**src/rtl/seq_shifter_pkg.sv**
```systemverilog
// Shared definitions for the multicycle shifter: operation codes and FSM states.
// Imported by the interface, the step shifter and the top.
package seq_shift_pkg;

   localparam logic [1:0] OP_ROR = 2'b00;
   localparam logic [1:0] OP_LSL = 2'b01;
   localparam logic [1:0] OP_LSR = 2'b10;
   localparam logic [1:0] OP_ASR = 2'b11;

   typedef enum logic [1:0] {
      S_IDLE  = 2'b00,
      S_SHIFT = 2'b01,
      S_DONE  = 2'b10
   } state_t;

endpackage

```
**src/rtl/seq_shifter_if.sv**
```systemverilog
// Handshake and data bundle between the controller FSM and the multicycle shifter.
// The controller side uses master; the shifter uses slave.
interface seq_shifter_if #(
   parameter int WIDTH = 16,
   parameter int AMT_W = 4
);
   import seq_shift_pkg::*;

   logic             start;
   logic [1:0]       op;
   logic [AMT_W-1:0] amt;
   logic [WIDTH-1:0] din;
   logic             busy;
   logic             done;
   logic [WIDTH-1:0] result;
   logic             carry;
   logic             zero;

   modport master (
      output start, op, amt, din,
      input  busy, done, result, carry, zero
   );

   modport slave (
      input  start, op, amt, din,
      output busy, done, result, carry, zero
   );

endinterface

```
**src/rtl/seq_shifter_step.sv**
```systemverilog
// Combinational single-position shifter: one step of ROR/LSL/LSR/ASR plus the bit
// that leaves the word (for ROR, the bit rotated into the MSB).
module shift_step
   import seq_shift_pkg::*;
#(
   parameter int WIDTH = 16
) (
   input  logic [WIDTH-1:0] acc,
   input  logic [1:0]       op,
   output logic [WIDTH-1:0] next,
   output logic             out_bit
);

   always_comb begin
      next    = acc;
      out_bit = 1'b0;
      case (op)
         OP_ROR: begin
            next    = {acc[0], acc[WIDTH-1:1]};
            out_bit = acc[0];
         end
         OP_LSL: begin
            next    = {acc[WIDTH-2:0], 1'b0};
            out_bit = acc[WIDTH-1];
         end
         OP_LSR: begin
            next    = {1'b0, acc[WIDTH-1:1]};
            out_bit = acc[0];
         end
         default: begin
            next    = {acc[WIDTH-1], acc[WIDTH-1:1]};
            out_bit = acc[0];
         end
      endcase
   end

endmodule

```
**src/rtl/seq_shifter.sv**
```systemverilog
// Multicycle variable-amount shifter: one position per clock, start/busy/done handshake.
// FSM, down-counter and accumulator live here; the per-step datapath is shift_step.
module seq_shifter
   import seq_shift_pkg::*;
#(
   parameter int WIDTH = 16,
   parameter int AMT_W = 4
) (
   input  logic         clk,
   input  logic         reset,
   seq_shifter_if.slave bus
);

   state_t           state, nextstate;
   logic [WIDTH-1:0] acc;
   logic [1:0]       opreg;
   logic [AMT_W-1:0] cnt;
   logic             carry;
   logic [WIDTH-1:0] stepnext;
   logic             stepout;
   logic             accept;

   shift_step #(.WIDTH(WIDTH)) u_step (
      .acc     (acc),
      .op      (opreg),
      .next    (stepnext),
      .out_bit (stepout)
   );

   // A request is only taken when not mid-shift; DONE may accept back-to-back.
   assign accept = bus.start && (state != S_SHIFT);

   always_ff @(posedge clk or posedge reset) begin
      if (reset) begin
         state <= S_IDLE;
      end else begin
         state <= nextstate;
      end
   end

   always_comb begin
      nextstate = state;
      bus.busy  = 1'b0;
      bus.done  = 1'b0;
      case (state)
         S_IDLE: begin
            if (accept) begin
               nextstate = (bus.amt != '0) ? S_SHIFT : S_DONE;
            end
         end
         S_SHIFT: begin
            bus.busy = 1'b1;
            if (cnt == AMT_W'(1)) begin
               nextstate = S_DONE;
            end
         end
         S_DONE: begin
            bus.done = 1'b1;
            if (accept) begin
               nextstate = (bus.amt != '0) ? S_SHIFT : S_DONE;
            end else begin
               nextstate = S_IDLE;
            end
         end
         default: nextstate = S_IDLE;
      endcase
   end

   // Operands are captured on accept; the accumulator then walks one step per SHIFT cycle.
   always_ff @(posedge clk or posedge reset) begin
      if (reset) begin
         acc   <= '0;
         opreg <= OP_ROR;
         cnt   <= '0;
         carry <= 1'b0;
      end else if (accept) begin
         acc   <= bus.din;
         opreg <= bus.op;
         cnt   <= bus.amt;
         carry <= 1'b0;
      end else if (state == S_SHIFT) begin
         acc   <= stepnext;
         carry <= stepout;
         cnt   <= cnt - AMT_W'(1);
      end
   end

   assign bus.result = acc;
   assign bus.carry  = carry;
   assign bus.zero   = (acc == '0);

endmodule

```
**src/flat_wrapper.sv**
```systemverilog
// flat-port wrapper written by rule: the top's interface ports become plain ports
module seq_shifter_flat import seq_shift_pkg::*;
#(
   parameter int WIDTH = 16,
   parameter int AMT_W = 4
)
  (clk, reset, bus_start, bus_op, bus_amt, bus_din, bus_busy, bus_done, bus_result, bus_carry, bus_zero);
  seq_shifter_if #(.WIDTH(WIDTH), .AMT_W(AMT_W)) bus_i ();
  input  logic clk;
  input  logic reset;
  input wire logic [$bits(bus_i.start)-1:0] bus_start;
  input wire logic [$bits(bus_i.op)-1:0] bus_op;
  input wire logic [$bits(bus_i.amt)-1:0] bus_amt;
  input wire logic [$bits(bus_i.din)-1:0] bus_din;
  output wire logic [$bits(bus_i.busy)-1:0] bus_busy;
  output wire logic [$bits(bus_i.done)-1:0] bus_done;
  output wire logic [$bits(bus_i.result)-1:0] bus_result;
  output wire logic [$bits(bus_i.carry)-1:0] bus_carry;
  output wire logic [$bits(bus_i.zero)-1:0] bus_zero;
  assign bus_i.start = bus_start;
  assign bus_i.op = bus_op;
  assign bus_i.amt = bus_amt;
  assign bus_i.din = bus_din;
  assign bus_busy = bus_i.busy;
  assign bus_done = bus_i.done;
  assign bus_result = bus_i.result;
  assign bus_carry = bus_i.carry;
  assign bus_zero = bus_i.zero;
  seq_shifter #(.WIDTH(WIDTH), .AMT_W(AMT_W)) u_core (.clk(clk), .reset(reset), .bus(bus_i));
endmodule
```
**config.mk**
```make
export PLATFORM = sky130hd
export DESIGN_NAME = seq_shifter_flat
export DESIGN_NICKNAME = d
export VERILOG_FILES = /design/src/rtl/seq_shifter_pkg.sv /design/src/rtl/seq_shifter_if.sv /design/src/rtl/seq_shifter_step.sv /design/src/rtl/seq_shifter.sv /design/src/flat_wrapper.sv
export SDC_FILE = /design/constraint.sdc
export NUM_CORES = 1
export LEC_CHECK = 0
export CORE_UTILIZATION = 29
export DETAILED_ROUTE_END_ITERATION = 12
export MAX_ROUTING_LAYER = met4
export SETUP_SLACK_MARGIN = 0.5
export SYNTH_ARGS = -nofsm -noshare
export SYNTH_HDL_FRONTEND = slang
export SYNTH_SLANG_ARGS = --single-unit
```
**constraint.sdc**
```tcl
create_clock -name clk -period 3.5 [get_ports clk]
set_input_delay 0.35 -clock clk [delete_from_list [all_inputs] [get_ports clk]]
set_output_delay 0.35 -clock clk [all_outputs]
set_load 0.01 [all_outputs]
```
# [Word level (Yosys, flattened, before mapping)]
# Index checks and enable logic that the tools add are counted.
[word_totals] wordCells=39 output_inout_bits=20 regBits=25 input_bits=25
[classes] reduce_logical=9 n_eq_ne=8 n_addsub=1 n_mux=15
[ops] cell="$pmux W16 S3" n=1
[ops] cell="$mux W16" n=2
[ops] cell="$logic_not A16 Y1" n=1
[ops] cell="$mux W2" n=4
[ops] cell="$mux W4" n=2
[ops] cell="$reduce_bool A4 Y1" n=2
[ops] cell="$ne A2 B1 Y1 const B" n=3
[ops] cell="$pmux W2 S3" n=1
[ops] cell="$mux W1" n=5
[ops] cell="$eq A2 B1 Y1 const B" n=2
[ops] cell="$eq A2 B2 Y1 const B" n=2
[ops] cell="$eq A4 B1 Y1 const B" n=1
[ops] cell="$logic_not A2 Y1" n=2
[ops] cell="$reduce_and A2 Y1" n=2
[ops] cell="$sub A4 B1 Y4 const B" n=1
[ops] cell="$reduce_bool A2 Y1" n=1
[ops] cell="$logic_and A1 B1 Y1" n=1

# [Depth between registers and ports, before layout]
# Gate-level depths: netlist of the first run.
[depth] depth_word=4 depth_mapped=6 mapped_depth_nobuf=5

# [Cells and area by module]
# A second synthesis of the first run with hierarchy kept.
[unflattened] hier_cells=143 area_unflattened_um2=1532.7
[by_module_without_submodules] module="seq_shifter" area_each_um2=1256.2 seq_area_each_um2=625.6 instances=1 cells_per_inst=121
[by_module_without_submodules] module="shift_step" area_each_um2=276.5 seq_area_each_um2=0.0 instances=1 cells_per_inst=22

# [Worst setup path after synthesis of the first run]
# Ideal clock, no wire load.
[synth_timing] path_kind="register -> output" start="register u_core.acc[7], in the netlist u_core.bus.result[7]" end="output port bus_zero" setup_slack_ns=2.228 stages_incl_launch_ff=3 arrival_ns=0.922 cell_sequence="dfrtp_1 nor4_1 and4_1"
[synth_between] elab_chain_len=1
[synth_lines] item="start: declaration" line_no="seq_shifter.sv:15" source="logic [WIDTH-1:0] acc;"
[synth_lines] item="start signal: assignment" line_no="seq_shifter.sv:77" source="acc <= bus.din;"
[synth_lines] item="start signal: assignment" line_no="seq_shifter.sv:82" source="acc <= stepnext;"
[synth_lines] item="$logic_not A16 Y1" line_no="seq_shifter.sv:90" source="assign bus.zero = (acc == '0);"
[synth_lines] item="end: declaration" line_no="flat_wrapper.sv:19" source="output wire logic [$bits(bus_i.zero)-1:0] bus_zero;"
# No other way between the ends.

# [Final worst setup path of the first run]
[layout_timing] start="register u_core.acc[4], in the netlist u_core.bus.result[4]" end="output port bus_zero"
# The elaborated chain is that of the path after synthesis.

==> out/metrics.cfg, run 1 <==
[global_route]
grt_start_max_net_pins = 39
grt_pass1_wl_um = 6000
grt_usage_pct = 14.8
antenna_found_initial = 0
overflow = 0
grt_pass1_vias = 1276

[placed_design]
place.gp.congestion = 0.777
pre_cts_slack_ps = 1320
dp.cells = 245
dpl.hpwl_um = 2580
portBuffers = 44

[power]
p_sw_uw = 696
sw_frac_of_total_pct = 40.7
internal_power_uw = 1010
leakage_uw = 0.000827
p_per_area_nw_per_um2 = 867
clkPwrFrac_pct = 10.2
pwr-share-comb_pct = 53.5
max-vdd-ir-drop_v = 0.000307
power_frac_seq_pct = 36.3

[drt]
first_pass_iters = 4
routedWlPerCell_um = 14.7
route.detailed.drc = 0
vias = 1238
postRouteAntennaNets = 0
via_per_inst = 4.97
dr.first_iter.drc_count = 84
wl_um = 3670

[cells_and_area]
multi_input_area_um2 = 747
final_common_cell = clkdlybuf4s50_1
syn2layout_area_growth_pct = 33.0
nFillCells = 509
drive_gt1_share_pct = 6.04
final_cell_mix = clkdlybuf4s50_1 (44), dfrtp_1 (25), mux2i_1 (18)
diodes = 0
stdcell_count = 249
finalNetCount = 210
fin_util_pct = 40.9
seq_area_um2 = 626

[timing]
relSlewSlack_pct = 33.7
fin_skew_ps = 5.70
tightest_slew_ps = 995
totalNegativeSetupSlack_ps = 0
finalSetupViolCount = 0
rsz0062_at_grt = no
period_minus_slack_ps = 2220
finalWorstSetupSlack_ps = 1280
finalCritPeriodShare_pct = 63.4
drv_slew = 0
max_freq_ghz = 0.450
hold_viol = 0

[die]
die_area_um2 = 5400
rows = 25
ioPinCount = 45
initial_core_util_pct = 30.8
core_um2 = 4820
dieWidth_um = 73.5
die-height_um = 73.5

[yosys]
syn_inst = 144
synth-edff-count = 0
synth_top_area_share_pct = 42.2
yosysWarnings = 0
synthArstFlopShare_pct = 100
synth.area.top_cells = dfrtp_1 (42%), mux2i_1 (12%), a211oi_1 (7.1%), nor2b_1 (6.3%), a21oi_1 (5.4%)
syn_avg_cell_area_um2 = 10.3
yosysUniqueCellTypes = 33
synth_nets = 171
ys_seq_elements = 25
synth_area_um2 = 1480
ys_seq_area_share_pct = 42.2
synth_ff_type = dfrtp_1
synthDominantAreaCellType = dfrtp_1

[critical_path]
end_kind = primary output
slowest_stage = clkdlybuf4s50_1
cp_data_arrival_time_ps = 1870
critPathLaunchType = flop
reg2regPathDepth = 3
cp_cell_sequence = nor4_1 -> and4_1 -> clkdlybuf4s50_1
criticalPathCategory = reg -> out
crit_fanout = 5
cp.required_ps = 3150
slowest_delay_ps = 540

[clocking]
postCtsSetupBuffers = 0
ctsHoldBuffers = 0
ctsResizeCount = 0
htree_levels = 1
tritoncts = built
clkTransAtPathRegs_ps = 90
root_buffer = clkbuf_8
clk_latency_ps = 270
numCtsBuffers = 3
cts_buffer_depth = 2
cts_num_sinks = 25

[min_path]
min-delay-path-class = reg -> reg
holdPathStages = 2

[run]
drv_cap = 0

[outcome]
status = complete, no violations

final cells by class:
class                           instances  share of cell area (%)
Inverter                                4                   0.889
Tap cell                               67                    4.25
Timing Repair Buffer                   45                    22.7
Sequential cell                        25                    31.7
Clock buffer                            3                    2.10
Multi-Input combinational cell        104                    37.9
Clock inverter                          1                   0.381
routing by layer:
metal | vias to the layer above | part of all wire [%] | GRT usage, %
met5 | - | 0 | -
met4 | 0 | 1.1 | 5.13
met3 | 2 | 3.5 | 1.51
met2 | 30 | 49 | 23.9
met1 | 604 | 47 | 19.2
li1 | 602 | - | -
power groups by stage:
| stage | clock [µW] | combinational [µW] | sequential [µW] |
|---|---|---|---|
| global route | 195 | 1010 | 644 |
| floorplan | 0 | 624 | 617 |
| finish | 175 | 914 | 619 |
| CTS | 184 | 922 | 620 |
| global placement | 0 | 895 | 618 |
| detailed placement | 0 | 916 | 625 |
final timing paths:
check / from / end / slack [ps]
worst max register to register: u_core.opreg[1] / u_core.bus.result[5] / 1810
min in group asynchronous: reset / u_core.bus.result[10] / 600
worst min register to register: u_core.bus.carry / u_core.bus.carry / 550
worst max-delay path: u_core.bus.result[4] / bus_zero / 1280
max in group asynchronous: reset / u_core.cnt[1] / 2310
worst min-delay path: u_core.bus.carry / u_core.bus.carry / 550
critical path, delay by kind of cell, from the launching register on:
family / cells / cell delay [ps]
buf+inv: 1 / 540
simple gates: 2 / 620
flops: 1 / 440
Yosys cell counts (2+ instances only):
| cell | number |
|---|---|
| ha_1 | 2 |
| nor4_1 | 5 |
| mux2_2 | 3 |
| nor2b_1 | 15 |
| buf_4 | 2 |
| a211oi_1 | 14 |
| and3_1 | 2 |
| or3_1 | 2 |
| a21oi_1 | 16 |
| o21ai_0 | 3 |
| nand2_1 | 3 |
| nor3_1 | 2 |
| nand3_1 | 4 |
| dfrtp_1 | 25 |
| inv_1 | 3 |
| nor2_1 | 3 |
| and2b_1 | 2 |
| buf_2 | 6 |
| mux2i_1 | 18 |
cells by family (layout without fill, tap and decap cells):
group / after synthesis / count (layout) / synth area share, %
simple gates: 43 / 43 / 17.7
flops: 25 / 25 / 42.2
mux: 21 / 21 / 14.4
buf+inv: 15 / 53 / 7.35
compound gates: 38 / 38 / 16.6
fa+ha+maj: 2 / 2 / 1.69
stage by stage:
step           total power [µW]  hold slack [ps]  cell area (µm²)
6_report                   1710              546             1970
5_1_grt                    1850              583             1970
4_1_cts                    1730              558             1970
3_5_place_dp               1540              513             1920
3_3_place_gp               1510              521             1920
2_1_floorplan              1240              377             1480
sequential cells by signal, summed over array words and instances (netlist names):
register	cells
u_core.bus.carry	1
u_core.bus.result	16
u_core.cnt	4
u_core.opreg	2
u_core.state	2
(Power assumes the default switching activity.)
==> inputs of run 2 (changes only) <==
==> constraint.sdc (replaced) <==
create_clock -name clk -period 2.1 [get_ports clk]
set_input_delay 0.21 -clock clk [delete_from_list [all_inputs] [get_ports clk]]
set_output_delay 0.21 -clock clk [all_outputs]
set_load 0.01 [all_outputs]
==> out/metrics.cfg, run 2 (same netlist as run 1, synthesis figures left out) <==
[outcome]
status = complete, no violations

[power]
max-vdd-ir-drop_v = 0.000429
internal_power_uw = 1840
p_sw_uw = 1280
p_total_uw = 3120
sw_frac_of_total_pct = 41.2
power_frac_seq_pct = 31.8
p_per_area_nw_per_um2 = 1490
clkPwrFrac_pct = 9.5
leakage_uw = 0.000905
pwr-share-comb_pct = 58.7

[global_route]
overflow = 0
grt_usage_pct = 16.4
grt_start_max_net_pins = 31
grt_pass1_wl_um = 6640
antenna_found_initial = 0
grt_pass1_vias = 1340

[drt]
postRouteAntennaNets = 0
dr.first_iter.drc_count = 80
via_per_inst = 5.06
vias = 1327
route.detailed.drc = 0
wl_um = 4070
first_pass_iters = 4
routedWlPerCell_um = 15.5

[critical_path]
criticalPathCategory = reg -> out
critPathLaunchType = flop
crit_fanout = 4
end_kind = primary output
reg2regPathDepth = 5
cp_data_arrival_time_ps = 1340
cp.required_ps = 1890

[cells_and_area]
diodes = 0
finalNetCount = 223
final_cell_mix = clkdlybuf4s50_1 (41), dfrtp_1 (24), mux2i_1 (18)
largest_register_ffs = 16
multi_input_area_um2 = 766
seq_area_um2 = 627
syn2layout_area_growth_pct = 41.8
final_common_cell = clkdlybuf4s50_1
drive_gt1_share_pct = 14.4
nFillCells = 496
final_cell_area_um2 = 2100

[clocking]
clk_latency_ps = 270
cts_num_sinks = 25
cts_buffer_depth = 2
numCtsBuffers = 3
root_buffer = clkbuf_8
tritoncts = built
clkTransAtPathRegs_ps = 90
htree_levels = 1

[placed_design]
pre_cts_slack_ps = 382
portBuffers = 44
place.gp.congestion = 0.724
dpl.hpwl_um = 2590
placed_area_um2 = 1950

[timing]
finalWorstSetupSlack_ps = 554
max_freq_ghz = 0.647
finalCritPeriodShare_pct = 73.6
finalSetupViolCount = 0
rsz0062_at_grt = yes
totalNegativeSetupSlack_ps = 0
tightest_slew_ps = 459
hold_viol = 0
period_minus_slack_ps = 1550
drv_slew = 0
relSlewSlack_pct = 69.3
fin_skew_ps = 4.79

[min_path]
min-delay-path-class = in -> async

[die]
die-height_um = 73.5
core_um2 = 4820
die_area_um2 = 5400
dieWidth_um = 73.5
ioPinCount = 45
initial_core_util_pct = 30.8
rows = 25

[run]
drv_cap = 0

run 2: cell count changes in the layout (fill, tap and decap cells not counted), moves of 2 or more:
cell,before,now
buf_4,1,12
dlygate4sd2_1,0,2
nor4_2,0,3
clkdlybuf4s50_1,44,41
nor4_1,5,2
run 2: what timing repair did:
| item | 4_1_cts | 5_1_grt |
|---|---|---|
| endpoints found under the setup margin | 4 | 1 |
| setup buffers | 9 | 1 |
| cloned | 1 | 0 |
| endpoints found under the hold margin | 0 | 0 |
| pin swaps | 0 | 2 |
| resized for setup | 8 | 5 |
| hold buffers | 0 | 0 |
run 2: power by group through the flow:
stage | Sequential, µW | Combinational (µW) | Clock [µW]
after floorplan | 1030 | 1040 | 0
after global placement | 1030 | 1520 | 0
after detailed placement | 1030 | 1550 | 0
after CTS | 982 | 1810 | 299
after global routing | 1020 | 2010 | 318
final | 993 | 1830 | 295
run 2: path summary, 6_finish.rpt:
kind | to | slack, ps | start
max | bus_result[3] | 550 | u_core.bus.result[3]
min | u_core.bus.result[9] | 290 | reset
max reg2reg | u_core.opreg[1] | 690 | u_core.state[0]
max in group asynchronous | u_core.bus.result[6] | 1540 | reset
min in group clk | u_core.bus.carry | 550 | u_core.bus.carry
min reg2reg | u_core.bus.carry | 550 | u_core.bus.carry
run 2: per-stage QoR:
step,instances,utilization (%),hold WS (ps)
after CTS,261,43.4,303
final,262,43.6,289
after global routing,262,43.6,325
after detailed placement,247,40.5,512
after floorplan,144,-,237
after global placement,247,40.5,532
run 2: routing by layer:
layer,wire [µm],GRT usage [%],vias up,part of all wire (%)
li1,-,-,636,-
met1,1990,22.4,658,49
met2,1930,26.1,31,47
met3,128,1.78,2,3.1
met4,24,3.85,0,0.59
met5,0,-,-,0
run 2: cell type report:
class	count	share of cell area, %
Sequential cell	25	29.8
Multi-Input combinational cell	104	36.5
Tap cell	67	3.99
Timing Repair inverter	1	0.417
Clock buffer	4	2.14
Timing Repair Buffer	57	25.8
Inverter	4	1.31
run 2: critical path: stages, from the launching register on:
cell             delay (ps)
dfrtp_1                 390
buf_4                   150
clkdlybuf4s50_1         530
